$ cat config.mk
export PLATFORM = sky130hd
export DESIGN_NAME = cdc_xfer_arbiter
export DESIGN_NICKNAME = d
export VERILOG_FILES = /design/src/rtl/cdc_xfer_arbiter.sv
export SDC_FILE = /design/constraint.sdc
export NUM_CORES = 1
export LEC_CHECK = 0
export ABC_CLOCK_PERIOD_IN_PS = 1700
export BUFFER_PORTS_ARGS = -buffer_cell sky130_fd_sc_hd__buf_2
export CAP_MARGIN = 20
export CORE_UTILIZATION = 41
export DETAILED_ROUTE_END_ITERATION = 8
export PLACE_DENSITY = 0.75
export SLEW_MARGIN = 20
export SYNTH_ARGS = -nofsm -noshare
export SYNTH_HDL_FRONTEND = slang
export SYNTH_SLANG_ARGS = --single-unit
export TNS_END_PERCENT = 20
$ cat constraint.sdc
create_clock -name sync_clk -period 1.7 [get_ports sync_clk]
set_clock_uncertainty 0.1 [all_clocks]
set_input_delay 0 -clock sync_clk [delete_from_list [all_inputs] [get_ports sync_clk]]
set_output_delay 0 -clock sync_clk [all_outputs]
set_load 0.01 [all_outputs]
$ cat src/rtl/cdc_xfer_arbiter.sv
// Source-domain scheduler for a toggle-handshake multi-bit CDC channel.
// Round-robin grants one requester at a time; the held word is stable until the ack toggle returns.
module cdc_xfer_arbiter #(
  parameter int NUM_REQ    = 4,
  parameter int DATA_WIDTH = 8,
  parameter int SYNC_STAGE = 2,
  parameter int ID_WIDTH   = 2
) (
  input  logic                          sync_clk,
  input  logic                          sync_rstn,
  input  logic [NUM_REQ-1:0]            req_valid,
  input  logic [NUM_REQ*DATA_WIDTH-1:0] req_data,
  output logic [NUM_REQ-1:0]            req_ready,
  output logic [DATA_WIDTH-1:0]         xfer_data,
  output logic [ID_WIDTH-1:0]           xfer_src_id,
  output logic                          xfer_req_tgl,
  input  logic                          xfer_ack_tgl_async,
  output logic                          busy,
  output logic                          done,
  output logic                          err_spurious_ack
);

  // state       | meaning
  // ST_IDLE     | free; grant the next valid requester in round-robin order
  // ST_LAUNCH   | word captured; flip the request toggle at the end of this cycle
  // ST_WAIT_ACK | transfer in flight; wait for the synchronized ack toggle
  typedef enum logic [1:0] {
    ST_IDLE     = 2'd0,
    ST_LAUNCH   = 2'd1,
    ST_WAIT_ACK = 2'd2
  } state_t;

  state_t                state;
  logic [SYNC_STAGE-1:0] ack_chain;
  logic                  ack_sync;
  logic                  ack_seen;
  logic                  ack_evt;
  logic [ID_WIDTH-1:0]   rr_ptr;
  logic [ID_WIDTH-1:0]   grant_id;
  logic [ID_WIDTH-1:0]   next_ptr;
  logic                  grant_any;

  always_ff @(posedge sync_clk or negedge sync_rstn) begin
    if (!sync_rstn) begin
      ack_chain <= '0;
    end else begin
      ack_chain <= {ack_chain[SYNC_STAGE-2:0], xfer_ack_tgl_async};
    end
  end

  assign ack_sync = ack_chain[SYNC_STAGE-1];
  assign ack_evt  = ack_sync ^ ack_seen;

  // Walk downward so the requester closest to rr_ptr is written last and wins.
  always_comb begin
    grant_any = 1'b0;
    grant_id  = '0;
    for (int k = NUM_REQ - 1; k >= 0; k--) begin
      if (req_valid[(int'(rr_ptr) + k) % NUM_REQ]) begin
        grant_any = 1'b1;
        grant_id  = ID_WIDTH'((int'(rr_ptr) + k) % NUM_REQ);
      end
    end
  end

  assign next_ptr = (grant_id == ID_WIDTH'(NUM_REQ - 1)) ? '0 : grant_id + 1'b1;

  always_comb begin
    req_ready = '0;
    if (state == ST_IDLE && grant_any) begin
      req_ready = NUM_REQ'(1) << grant_id;
    end
  end

  always_ff @(posedge sync_clk or negedge sync_rstn) begin
    if (!sync_rstn) begin
      state            <= ST_IDLE;
      ack_seen         <= 1'b0;
      rr_ptr           <= '0;
      xfer_data        <= '0;
      xfer_src_id      <= '0;
      xfer_req_tgl     <= 1'b0;
      busy             <= 1'b0;
      done             <= 1'b0;
      err_spurious_ack <= 1'b0;
    end else begin
      done <= 1'b0;
      if (ack_evt) begin
        ack_seen <= ack_sync;
      end
      case (state)
        ST_IDLE: begin
          if (ack_evt) begin
            err_spurious_ack <= 1'b1;
          end
          if (grant_any) begin
            xfer_data   <= req_data[int'(grant_id)*DATA_WIDTH +: DATA_WIDTH];
            xfer_src_id <= grant_id;
            rr_ptr      <= next_ptr;
            busy        <= 1'b1;
            state       <= ST_LAUNCH;
          end
        end
        ST_LAUNCH: begin
          // An ack here cannot belong to a toggle that has not been launched yet.
          if (ack_evt) begin
            err_spurious_ack <= 1'b1;
          end
          xfer_req_tgl <= ~xfer_req_tgl;
          state        <= ST_WAIT_ACK;
        end
        ST_WAIT_ACK: begin
          if (ack_evt) begin
            done  <= 1'b1;
            busy  <= 1'b0;
            state <= ST_IDLE;
          end
        end
        default: begin
          busy  <= 1'b0;
          state <= ST_IDLE;
        end
      endcase
    end
  end

endmodule

==> run metrics, run 1 <==
Synth Warn #=0; number of cell rows=18; Period minus WS final=~2 ns; CTS Root Cell=clkbuf_4; Setup crit start kind=register; Net Sw Frac=approximately 41%; critical path's largest stage delay=approximately 0.46 ns; outcome=finished with violations; GPL Wtd Cong=between 0.8 and 0.9; Comb power frac=between 60 and 70%; FF+latch count, synth=21; Reg-to-Reg End=xfer_data[7]; CP endpoint kind=primary output; Seq/Total Area, Yosys=between 40% and 50%; Clock Tree Buf Depth=2; Synth cell types=29; Starting Density=45.2%; # H-tree levels=1; Synth top cells by count=dfrtp_1, nor3_1, mux2i_1, nand2_1, a211o_1; fillcell total=approximately 180; Final Max Tran Viols=0; CP Launch Point=rr_ptr[1]; TritonCTS buffer count=3; post-route worst setup slack=-0.311 ns; CORE AREA=between 0.002 and 0.003 sq mm; PwrDens=~1500 mW/mm^2; WP data required=approximately 1.6 ns; Fin. Hold Viols=0; Leak=slightly below 1 nW; WHS Endpoint=xfer_data[3]; syn_area_per_cell=10.6 sq um; TritonCTS clock tree=built; WL final=~3.3 mm; clk_lat worst skew=between 0.3 and 0.4 ns; RSZ-0062 raised after global routing=true; vias per inst=approximately 5.2; Final HPWL DP=2.06 mm; Pre-antenna DRT Iters=4; pin count of the biggest net entering global routing=36; Crit path top cell by count=buf_6; Int Pwr=0.00165 W; Synth Instances=109; Die Y=55.2 um; vias in the first global route=1149; largest cells by area after synthesis=dfrtp_1, mux2i_1, nor3_1, a211o_1, nand2_1; IO Count=57; nets=240; post-route ant nets=0; overall power=about 0.0028 W; # setup viols final=13; crit-path cells=buf_6, a21o_4, a21oi_2, o22ai_2, inv_2, ha_4, and3_4, buf_6; via count=~1200; hold_sp=req_data[3]; worst hold path class=in -> reg; number of synthesized flops with an enable pin=0; fin crit share=118%; worst-path fanout max=4; Tightest Pin Transition=0.478 ns; CTS Sinks=21; maximum clock frequency=0.497 GHz; cell taking the most area after synthesis=dfrtp_1; fraction of registers with async set/reset=100%; die area=just over 0.003 sq mm; Max-Cap Viols=0; critical path's slowest cell=dfrtp_2; most frequent cell after synthesis=dfrtp_1; hold_ws=approximately 0.016 ns; top cell type's share of synthesized area=approximately 45%; Port Buf Inserts=56; first-pass GRT wire length=between 4 and 5 mm; drt initial violations=14; Seq pwr share=30.2%; initial antenna violation count=0; NetSw=approximately 0.0011 W; relative slew slack=68.1%; post-layout util=roughly 75%; setup total negative slack=-2.84 ns; critical path arrival=approximately 1.9 ns; Hold Path Cell Cnt=4; total gr overflow=0; crit path kind=reg -> out; Most used DFF post-synth=dfrtp_1; Post-Syn Nets=around 150; DR DRC count=0; # diodes=0; All-Layer GR Usage=approximately 22%; routed wire length per instance=about 14 um; Synth Cell Area=between 0.001 and 0.0015 sq mm; Layout area overhead=65.3%; maximum vdd ir drop=about 0.0012 V; die span in x=55.2 um; clock share of power=9.2%; R2R cell count=7; Clk pin slew, worst setup/hold paths=0.12 ns; failing checks=setup timing; share of layout cells above drive strength 1=between 40% and 50%; Worst R2R Setup Slack=-0.26 ns; worst reg2reg startpoint=rr_ptr[1]
-- per-layer routing --
metal,up-vias,GRT usage [%],wire (um)
met3,4,3.83,166
met4,0,7.50,34
met2,44,39.4,1700
met5,-,0,0
met1,574,27.5,1370
li1,577,-,-
-- power groups by stage --
stage	Combinational, W	Clock, W	Sequential [W]
6_report	0.00169	0.000256	0.000846
3_3_place_gp	0.00132	0	0.000831
4_1_cts	0.00159	0.000265	0.000836
3_5_place_dp	0.00136	0	0.000842
2_1_floorplan	0.000879	0	0.000901
5_1_grt	0.00184	0.000279	0.000873
-- registers in the layout, indices dropped and copies added, names as in the netlist, 2 cells and up --
| name | count |
|---|---|
| ack_chain | 2 |
| rr_ptr | 2 |
| state | 2 |
| xfer_data | 8 |
| xfer_src_id | 2 |
-- placed cells by master (no fill, tap or decap), types with 2 or more instances in the layout --
cell,count
buf_2,55
dlygate4sd3_1,24
dfrtp_1,20
mux2i_1,15
nor3_1,15
nand2_1,9
a211o_1,8
buf_6,8
buf_4,6
nor3_2,4
inv_1,3
clkbuf_4,3
xnor2_1,2
o21ai_0,2
-- critical path, delay by kind of cell, from the launching register on --
| family | cells | cell delay [ns] |
|---|---|---|
| AO/OA/AOI/OAI | 3 | 0.47 |
| flip-flops | 1 | 0.46 |
| buffers and inverters | 3 | 0.36 |
| AND/OR/NAND/NOR | 1 | 0.17 |
| adder cells (fa/ha/maj) | 1 | 0.15 |
-- repair_timing --
action / in CTS / in global routing
gates resized for setup: 17 / 14
buffers inserted: 6 / 1
pin swaps: 4 / 9
endpoints found under the setup margin: 14 / 15
endpoints found under the hold margin: 30 / 0
hold buffers: 24 / 0
-- area by class of cell --
cell class,count,area (sq um),share of cell area (%)
inverters,5,21.3,1.11
clock inverters,1,7.51,0.392
repair buffers,94,671,35.0
clock buffers,3,22.5,1.17
flip-flops and latches,21,527,27.5
multi-input cells,75,631,32.9
well taps,30,37.5,1.96
-- logic make-up after synthesis --
logic type	after synthesis	share of synthesized area, %
simple gates	36	16.1
flops	21	45.3
compound gates	19	12.7
mux	17	15.1
buf+inv	13	8.20
xor+xnor	2	1.51
fa+ha+maj	1	1.08
-- worst max-delay path by stage --
stage              endpoint  cells past startpoint
2_1_floorplan  xfer_data[1]                      7
3_3_place_gp   xfer_data[4]                      6
3_5_place_dp   xfer_data[2]                      6
4_1_cts        xfer_data[3]                      7
5_1_grt        req_ready[3]                      8
6_report       req_ready[3]                      8
-- through the flow --
stage,cells,setup WS (ns),cell area [sq um]
2_1_floorplan,109,-0.117,1160
3_3_place_gp,195,-0.133,1490
3_5_place_dp,195,-0.215,1490
4_1_cts,229,-0.283,1870
5_1_grt,229,-0.357,1920
6_report,229,-0.311,1920
(Power assumes the default switching activity.)
==> run 2, diff against run 1 <==
- ABC_CLOCK_PERIOD_IN_PS: 1700 -> 1900
- CAP_MARGIN: 20 -> 40
- CORE_UTILIZATION: 41 -> 45
- PLACE_DENSITY: 0.75 -> 0.79
- clock period: 1.7 -> 1.9 ns (I/O delays scaled with it)
==> run 2 against run 1 <==
  * The run ends with hold timing, setup timing left
  * First-iteration DRC count up 64%
  * Via count is 3.4% higher
  * Critical path depth fell by 1
  * Wire length grew 20%
  * Register-to-register slack gained 0.12 ns
  * Core utilization increased by 1.4 points
  * Sequential power down 9.2%
  * Largest power group unchanged
  * Highest routed layer unchanged
==> run metrics, run 2 (synthesis gave the netlist of run 1 again) <==
outcome=finished with violations; failing checks=hold timing, setup timing; hold_ws=-0.00750 ns; Final Max Tran Viols=0; cell count after placement=approximately 200; GPL Wtd Cong=between 0.7 and 0.8; PwrDens=approximately 1300 mW/mm^2; Comb power frac=between 60% and 70%; pin count of the biggest net entering global routing=28; cell family with most CP delay=multiplexers; DR DRC count=0; first-pass GRT wire length=roughly 5.8 mm; RSZ-0062 raised after global routing=true; clk_lat worst skew=0.31 ns; vias in the first global route=between 1000 and 1500; crit-path cells=mux2_4, o221ai_4, buf_6, buf_12, mux2i_1, nor3_1, a211o_1; worst reg2reg startpoint=rr_ptr[1]; Largest register FFs=8; Worst R2R Setup Slack=-0.14 ns; Setup crit start kind=register; Clock Tree Buf Depth=2; Pre-antenna DRT Iters=4; R2R cell count=7; Tightest Pin Transition=between 0.4 and 0.5 ns; most common cell after layout, fill and taps aside=buf_2; Multi-input gate area=approximately 610 sq um; Int Pwr=approximately 0.0015 W; WP data required=about 2 ns; total gr overflow=0; relative slew slack=around two thirds; TritonCTS buffer count=3; vias per inst=5.44; clock share of power=a little under 9%; # H-tree levels=1; Leak=just under 1 nW; maximum vdd ir drop=between 0.0008 and 0.0009 V; # diodes=0; TritonCTS clock tree=built; Fin. Hold Viols=1; Max-Cap Viols=0; hold_sp=req_data[7]; CP endpoint kind=register; Final HPWL DP=2.07 mm; share of layout cells above drive strength 1=between 40 and 50%; WHS Endpoint=xfer_data[7]; Buf+Inv Stages, Crit Path=2; crit path kind=reg -> reg; NetSw=0.00103 W; Seq pwr share=31.0%; fillcell total=165; Die Y=52.8 um; drt initial violations=23; maximum clock frequency=between 0.4 and 0.5 GHz; Clk pin slew, worst setup/hold paths=around 0.13 ns; CTS Root Cell=clkbuf_4; via count=~1200; Reg-to-Reg End=xfer_data[4]; # setup viols final=12; post-route worst setup slack=-0.135 ns; IO Count=57; register area=~530 sq um; critical path's slowest cell=dfrtp_2; Top reg by flops=xfer_data; nets=about 240; die span in x=roughly 53 um; Finished Layout Cells=228; routed wire length per instance=17.1 um; All-Layer GR Usage=29.8%; WL final=approximately 3.9 mm; Starting Density=about 47%; initial antenna violation count=0; post-route ant nets=0; Net Sw Frac=roughly 42%; die area=about 0.0028 sq mm; Period minus WS final=between 2 and 2.5 ns; fin crit share=107%; Hold Path Cell Cnt=4; Port Buf Inserts=56; Layout area overhead=61.1%; critical path's largest stage delay=about 0.46 ns; critical path arrival=roughly 2.1 ns; number of cell rows=18; CORE AREA=~0.0025 sq mm; worst hold path class=in -> reg; worst-path fanout max=12; CTS Sinks=21; most frequent cells in the layout=buf_2, dlygate4sd3_1, dfrtp_1
[run 2: cell types whose count changed in the layout (fill, tap and decap cells not counted), sizes merged]
| cell | change |
|---|---|
| clkbuf | +1 |
| dlygate4sd3 | -1 |
| clkinvlp | -1 |
[run 2: timing repair]
item,in CTS,in global routing
endpoints found under the hold margin,30,0
pin swaps,9,3
buffers inserted,4,2
resized for setup,15,8
setup endpoints to repair,14,13
hold buffers,23,0
[run 2: worst max path at each step]
| stage | from | to | slack, ns | depth (start not counted) |
|---|---|---|---|---|
| after global routing | rr_ptr[1] | xfer_data[4] | -0.19 | 7 |
| after global placement | rr_ptr[1] | xfer_data[2] | 0.03 | 6 |
| after detailed placement | rr_ptr[1] | xfer_data[1] | -0.06 | 6 |
| after floorplan | rr_ptr[1] | rr_ptr[0] | 0.06 | 7 |
| after CTS | rr_ptr[1] | req_ready[3] | -0.10 | 9 |
| final | rr_ptr[1] | xfer_data[4] | -0.14 | 7 |
[run 2: tightest hold or removal path, delay by kind of cell]
| kind | cells | cell delay [ns] |
|---|---|---|
| AOI/OAI and AO/OA | 1 | 0.11 |
| buffers and inverters | 1 | 0.08 |
| muxes | 1 | 0.06 |
| and+or+nand+nor | 1 | 0.12 |
[run 2: layout make-up]
| type | count | area share, % |
|---|---|---|
| well taps | 30 | 2.01 |
| flip-flops and latches | 21 | 28.2 |
| inverters | 5 | 1.00 |
| multi-input cells | 75 | 32.4 |
| repair buffers | 93 | 35.0 |
| clock buffers | 4 | 1.41 |
[run 2: routing by layer]
metal	track usage (%)	wire length, um	up-vias
li1	-	-	571
met1	33.6	1490	599
met2	51.1	2100	50
met3	4.06	133	20
met4	20.6	187	0
met5	0	0	-
[run 2: power groups by stage]
stage | Combinational (W) | Clock, W | Sequential, W
2_1_floorplan | 0.000787 | 0 | 0.000806
3_3_place_gp | 0.00114 | 0 | 0.000742
3_5_place_dp | 0.00119 | 0 | 0.000746
4_1_cts | 0.00136 | 0.000231 | 0.000745
5_1_grt | 0.00160 | 0.000241 | 0.000784
6_report | 0.00149 | 0.000220 | 0.000768
[run 2: per-stage QoR]
| stage | total power, W | cell area [sq um] | setup TNS, ns | setup slack (ns) | util (%) |
|---|---|---|---|---|---|
| global route | 0.00263 | 1870 | -1.72 | -0.186 | 76.1 |
| floorplan | 0.00159 | 1160 | 0 | 0.0570 | - |
| global placement | 0.00188 | 1470 | 0 | 0.0340 | 60.0 |
| detailed placement | 0.00193 | 1470 | -0.223 | -0.0643 | 60.0 |
| finish | 0.00248 | 1870 | -0.960 | -0.135 | 76.1 |
| CTS | 0.00233 | 1820 | -0.754 | -0.101 | 74.3 |
